File: config.mk
export PLATFORM = sky130hd
export DESIGN_NAME = prbs7_lfsr
export DESIGN_NICKNAME = d
export VERILOG_FILES = /design/src/rtl/prbs_pkg.sv /design/src/rtl/prbs7_lfsr.sv
export SDC_FILE = /design/constraint.sdc
export NUM_CORES = 1
export LEC_CHECK = 0
export CORE_AREA = 10 10 47 49
export DETAILED_ROUTE_END_ITERATION = 8
export DIE_AREA = 0 0 57 59
export SLEW_MARGIN = 20
export SYNTH_ARGS = -nofsm -noshare
export SYNTH_HDL_FRONTEND = slang
export SYNTH_SLANG_ARGS = --single-unit
File: constraint.sdc
create_clock -name clk -period 0.83 [get_ports clk]
set_input_delay 0.166 -clock clk [delete_from_list [all_inputs] [get_ports clk]]
set_output_delay 0.166 -clock clk [all_outputs]
set_load 0.005 [all_outputs]
File: src/rtl/prbs_pkg.sv
// Shared PRBS7 (x^7 + x^6 + 1) definitions for the BER checker and generator:
// polynomial constants, checker state encoding and the feedback function.
package prbs_pkg;

  localparam int PRBS7_WIDTH = 7;
  localparam int PRBS7_TAP_A = 6;
  localparam int PRBS7_TAP_B = 5;

  typedef enum logic [1:0] {
    SEED   = 2'd0,
    HUNT   = 2'd1,
    LOCKED = 2'd2
  } chk_state_t;

  function automatic logic prbs7_next(input logic [PRBS7_WIDTH-1:0] word);
    return word[PRBS7_TAP_A] ^ word[PRBS7_TAP_B];
  endfunction

endpackage

File: src/rtl/prbs7_lfsr.sv
// Free-running 7-bit PRBS7 LFSR with parallel load; next_bit is the bit the
// register will shift in on its next step (the sequence output).
module prbs7_lfsr
  import prbs_pkg::*;
(
  input  logic                   clk,
  input  logic                   rst,
  input  logic                   load,
  input  logic [PRBS7_WIDTH-1:0] load_val,
  input  logic                   step,
  output logic                   next_bit
);

  logic [PRBS7_WIDTH-1:0] state;

  // Load takes priority so the checker can hand over its seed on the lock edge.
  always_ff @(posedge clk) begin
    if (rst) begin
      state <= '0;
    end else if (load) begin
      state <= load_val;
    end else if (step) begin
      state <= {state[PRBS7_WIDTH-2:0], prbs7_next(state)};
    end
  end

  assign next_bit = prbs7_next(state);

endmodule

==> results of run 1 <==
## where the power goes
group / total, mW / switching, mW / internal, mW
clock network: 0.316 / 0.132 / 0.184
logic: 0.171 / 0.0619 / 0.109
registers: 0.380 / 0.0167 / 0.364
## metal layers
| layer | routed length, um | vias to the layer above |
|---|---|---|
| li1 | - | 155 |
| met3 | 28 | 4 |
| met1 | 371 | 144 |
| met2 | 440 | 8 |
| met5 | 0 | - |
| met4 | 23 | 0 |
## metrics by stage
step                hold slack, ps  setup WS, ps  power, mW  area (um2)
finish                         338          -212      0.867         538
global route                   382          -273      0.913         538
detailed placement             550          -513      0.563         509
global placement               552          -508      0.562         509
CTS                            401          -246      0.875         534
floorplan                      355         -2.76      0.466         359
## critical path: cells and delay by family, from the launching register on
kind / cells / cell delay, ps
buffers and inverters: 1 / 130
XOR/XNOR: 1 / 170
flip-flops: 1 / 330
## synthesized netlist by cell type
| master | n | area (um2) |
|---|---|---|
| dfxtp_1 | 7 | 140 |
| a211oi_1 | 6 | 45.0 |
| mux2i_1 | 6 | 60.1 |
| nor2b_1 | 6 | 37.5 |
| buf_6 | 2 | 22.5 |
| a211o_1 | 1 | 8.76 |
| and3b_1 | 1 | 8.76 |
| buf_4 | 1 | 7.51 |
| inv_1 | 1 | 3.75 |
| nor3b_1 | 1 | 7.51 |
| nor4b_1 | 1 | 8.76 |
| xor2_1 | 1 | 8.76 |
## worst max-delay path by stage
stage	slack, ps	end	startpoint	cells after the start
final	-210	next_bit	state[5]$_SDFFE_PP0P_	2
after global routing	-270	next_bit	state[6]$_SDFFE_PP0P_	2
after CTS	-250	next_bit	state[6]$_SDFFE_PP0P_	2
after floorplan	-3	state[0]$_SDFFE_PP0P_	state[6]$_SDFFE_PP0P_	2
after detailed placement	-510	state[6]$_SDFFE_PP0P_	load	3
after global placement	-510	state[6]$_SDFFE_PP0P_	load	3
## cells by family after synthesis
kind of cell,share of synthesized area
flip-flops,0.390
multiplexers,0.167
XOR/XNOR,0.0244
AND/OR/NAND/NOR,0.174
AO/OA/AOI/OAI,0.150
buffers and inverters,0.0941
## area by class of cell
type,instances,share of cell area
well taps,16,0.0372
clock buffers,4,0.0488
flip-flops and latches,7,0.265
inverters,1,0.00698
multi-input cells,23,0.367
repair buffers,16,0.274
## what timing repair did
item                                   4_1_cts  5_1_grt
setup buffers                                0        0
setup endpoints to repair                    8        8
pin swaps                                    2        1
gates resized for setup                     10        3
endpoints found under the hold margin        0        0
==> impl_metrics.json, run 1 <==
{
  "crit_path_top_delay_cell": "dfxtp_2",
  "dieHeight_um": 59,
  "post_synth.cell_area_avg_um2": 10.6,
  "final_min_period_over_clock_period": 1.26,
  "ios": 12,
  "r2r-start": "state[5]$_SDFFE_PP0P_",
  "diodes_inserted": 0,
  "yosysUniqueCellTypes": 12,
  "die_width_um": 57,
  "r2r.worst_path.cells": 3,
  "fin_nets": 63,
  "first_pass_iters": 2,
  "period_needed_ps": 1040,
  "detail_route.wl_per_cell_um": 12.9,
  "rows": 14,
  "synthesis.area_um2": 359,
  "global_route.peak_usage_layer": "met2",
  "tightestPinTransition_ps": 242,
  "skew_ps": 0.197,
  "clockBufferDepth": 2,
  "outcome": "finished with violations",
  "clkTransAtPathRegs_ps": 50,
  "placedCellCount": 63,
  "timing.max_cap.violations": 0,
  "worst_hold_path_type": "primary input to flop",
  "drtAntennaViolNets": 0,
  "final_cell_mix": "clkdlybuf4s50_1 (7), mux2i_1 (6), nor2b_1 (6), a211oi_1 (5), dfxtp_1 (5)",
  "grt_setup_unrepaired": "yes",
  "multiInputGateArea_um2": 198,
  "drt_iter0_markers": 1,
  "dieArea_um2": 3360,
  "failed_checks": "negative setup slack",
  "tritoncts_clock_tree": "yes",
  "cts-hold-fix-buffers": 0,
  "timing.setup.tns_ps": -412,
  "crit_path_start_kind": "flop",
  "largest_register_ffs": 7,
  "hold-path-endpoint": "state[1]$_SDFFE_PP0P_",
  "crit_path_end_kind": "output pin",
  "layout_commonest_cell": "clkdlybuf4s50_1",
  "clock_insertion_delay_at_the_later_pin_of_the_skew_report_ps": 250,
  "timing.reg2reg.setup_slack_ps": -140,
  "final_hold_viol_count": 0,
  "clkSinkCount": 7,
  "port_buffers": 11,
  "cp_cell_sequence": "xor2_2 > buf_2",
  "criticalPathCategory": "flop to output pin",
  "synth_warnings": 0,
  "cts.root.buffer_cell": "clkbuf_4",
  "leakage_power_of_the_design_nw": 0.234,
  "fill_cells": 154,
  "post-route-drc-count": 0,
  "top_register": "state",
  "ys_seq_elements": 7,
  "critPathMaxStageDelay_ps": 330,
  "route.vias.total": 311,
  "worst_slew_margin_rel": 0.836,
  "wire_length_of_the_first_global_routing_pass_um": 1410,
  "grt_use_met1": 0.0545,
  "synth.yosys.seq_area_share": 0.390,
  "floorplan.initialDensity": 0.256,
  "power_density_nw_per_um2": 1610,
  "worstHoldStart": "load",
  "routed_wl_um": 864,
  "core_region_area_um2": 1400,
  "grtUsageTotal": 0.0557,
  "synthCells": 34,
  "drive_above_1_share": 0.275,
  "crit_fanout": 2,
  "post_layout_nonfiller_instances": 67,
  "biggestRegsByFlops": "state x7",
  "setup-violations-final": 3,
  "seq_cell_area_um2": 143,
  "maxSlewViolCount": 0,
  "h-tree-depth": 1,
  "final_core_utilization": 0.384,
  "dp_hpwl_um": 631,
  "crit_arrival_ps": 880,
  "globalRouteMet3Util": 0.0258,
  "syn_to_final_growth_pct": 49.8,
  "number_of_stages_on_the_worst_hold_path": 3,
  "timing.rr.end": "state[0]$_SDFFE_PP0P_",
  "first_global_vias": 346,
  "clock.fmax_mhz": 959,
  "vdd.ir_drop.worst_mv": 0.937,
  "cts_inserted_buffers": 3,
  "synth.net_count": 45,
  "setup_ws_ps": -212,
  "grt_max_degree": 11,
  "gpl.final_weighted_congestion": 0.700,
  "globalRouteMet2Util": 0.0868,
  "gr-total-overflow": 0,
  "cp.required_ps": 660,
  "grt_antenna_before_repair": 0,
  "detail_route.vias_per_cell": 4.64
}
Note: power is estimated with default switching activity, not from simulation.
==> run 2, diff against run 1 <==
Settings changed: SKIP_CTS_REPAIR_TIMING set to 1.
==> run 2 against run 1 <==
The flow still finishes with violations (negative setup slack). Sequential power is essentially flat. Via count is 1.3% lower. Total power grew 0.66%. Clock power is essentially flat. Utilization is 1.1 points higher. Sequential share of layout area down 0.72 points. Largest power group unchanged.
==> impl_metrics.json, run 2 (synthesized netlist as in run 1, its figures left out) <==
{
  "outcome": "finished with violations",
  "failed_checks": "negative setup slack",
  "timing.max_cap.violations": 0,
  "tightestPinTransition_ps": 295,
  "first_pass_iters": 1,
  "crit_path_end_kind": "output pin",
  "drive_above_1_share": 0.255,
  "final_hold_viol_count": 0,
  "largest_register_ffs": 7,
  "cts_inserted_buffers": 3,
  "clkSinkCount": 7,
  "crit_path_start_kind": "flop",
  "drt_iter0_markers": 0,
  "core_region_area_um2": 1400,
  "worst_slew_margin_rel": 0.803,
  "grt_setup_unrepaired": "yes",
  "gr-total-overflow": 0,
  "tritoncts_clock_tree": "yes",
  "dieArea_um2": 3360,
  "skew_ps": 3.23,
  "power_density_nw_per_um2": 1580,
  "biggestRegsByFlops": "state x7",
  "final_cell_mix": "clkdlybuf4s50_1 (7), mux2i_1 (6), nor2b_1 (6), a211oi_1 (5), dfxtp_1 (5)",
  "setup-violations-final": 3,
  "drtAntennaViolNets": 0,
  "grt_max_degree": 11,
  "dieHeight_um": 59,
  "grtUsageTotal": 0.0531,
  "fin_total_pwr_uw": 873,
  "clock_insertion_delay_at_the_later_pin_of_the_skew_report_ps": 250,
  "floorplan.initialDensity": 0.256,
  "setup_ws_ps": -214,
  "criticalPathCategory": "flop to output pin",
  "clock.fmax_mhz": 958,
  "crit_arrival_ps": 880,
  "grt_antenna_before_repair": 0,
  "fin_nets": 63,
  "gpl.final_weighted_congestion": 0.700,
  "vdd.ir_drop.worst_mv": 0.905,
  "final_min_period_over_clock_period": 1.26,
  "routed_wl_um": 847,
  "port_buffers": 11,
  "cp.required_ps": 660,
  "detail_route.vias_per_cell": 4.58,
  "clockBufferDepth": 2,
  "fill_cells": 154,
  "route.vias.total": 307,
  "diodes_inserted": 0,
  "die_width_um": 57,
  "dp_hpwl_um": 631,
  "cts.root.buffer_cell": "clkbuf_4",
  "maxSlewViolCount": 0,
  "post_route_cell_area_um2": 553,
  "layout_commonest_cell": "clkdlybuf4s50_1",
  "period_needed_ps": 1040,
  "detail_route.wl_per_cell_um": 12.6,
  "first_global_vias": 341,
  "placed_cell_area_um2": 509,
  "ios": 12,
  "crit_fanout": 2,
  "leakage_power_of_the_design_nw": 0.259,
  "wire_length_of_the_first_global_routing_pass_um": 1360,
  "post-route-drc-count": 0,
  "h-tree-depth": 1,
  "syn_to_final_growth_pct": 54.0,
  "top_register": "state",
  "rows": 14,
  "final_core_utilization": 0.395,
  "worst_hold_path_type": "primary input to flop",
  "clkTransAtPathRegs_ps": 60
}
run 2: where the power goes:
| part | leakage, nW | total (mW) | internal (mW) | switching (mW) |
|---|---|---|---|---|
| registers | 0.0588 | 0.380 | 0.363 | 0.0169 |
| clock network | 0.0150 | 0.318 | 0.184 | 0.134 |
| logic | 0.185 | 0.175 | 0.114 | 0.0614 |
| total | 0.259 | 0.873 | 0.661 | 0.212 |
run 2: worst max-delay path: stages, from the launching register on:
cell and delay, ps:
dfxtp_2 340, xor2_2 170, buf_2 130
run 2: per-stage QoR:
step | std cells | setup TNS (ps) | worst slack, ps | hold WS, ps
2_1_floorplan | 34 | -2.76 | -2.76 | 355
5_1_grt | 67 | -559 | -276 | 335
4_1_cts | 67 | -2120 | -677 | 515
3_3_place_gp | 63 | -3600 | -508 | 552
6_report | 67 | -430 | -214 | 291
3_5_place_dp | 63 | -3710 | -513 | 550
run 2: cell type report:
| type | count | area (um2) | share of cell area |
|---|---|---|---|
| Timing Repair Buffer | 16 | 163 | 0.294 |
| Tap cell | 16 | 20.0 | 0.0362 |
| Multi-Input combinational cell | 23 | 198 | 0.357 |
| Inverter | 1 | 3.75 | 0.00679 |
| Sequential cell | 7 | 143 | 0.258 |
| Clock buffer | 4 | 26.3 | 0.0475 |
run 2: worst paths after layout:
check	slack (ps)	endpoint	depth (start not counted)	startpoint
setup / recovery	-210	next_bit	2	state[5]$_SDFFE_PP0P_
hold / removal	290	state[1]$_SDFFE_PP0P_	3	rst
setup reg to reg	-150	state[0]$_SDFFE_PP0P_	3	state[5]$_SDFFE_PP0P_
hold reg to reg	550	state[1]$_SDFFE_PP0P_	2	state[0]$_SDFFE_PP0P_
run 2: metal layers:
metal	wire (um)	GRT usage
met1	360	0.0557
met2	446	0.0760
met3	24	0.0258
met4	16	0.0503
met5	0	0
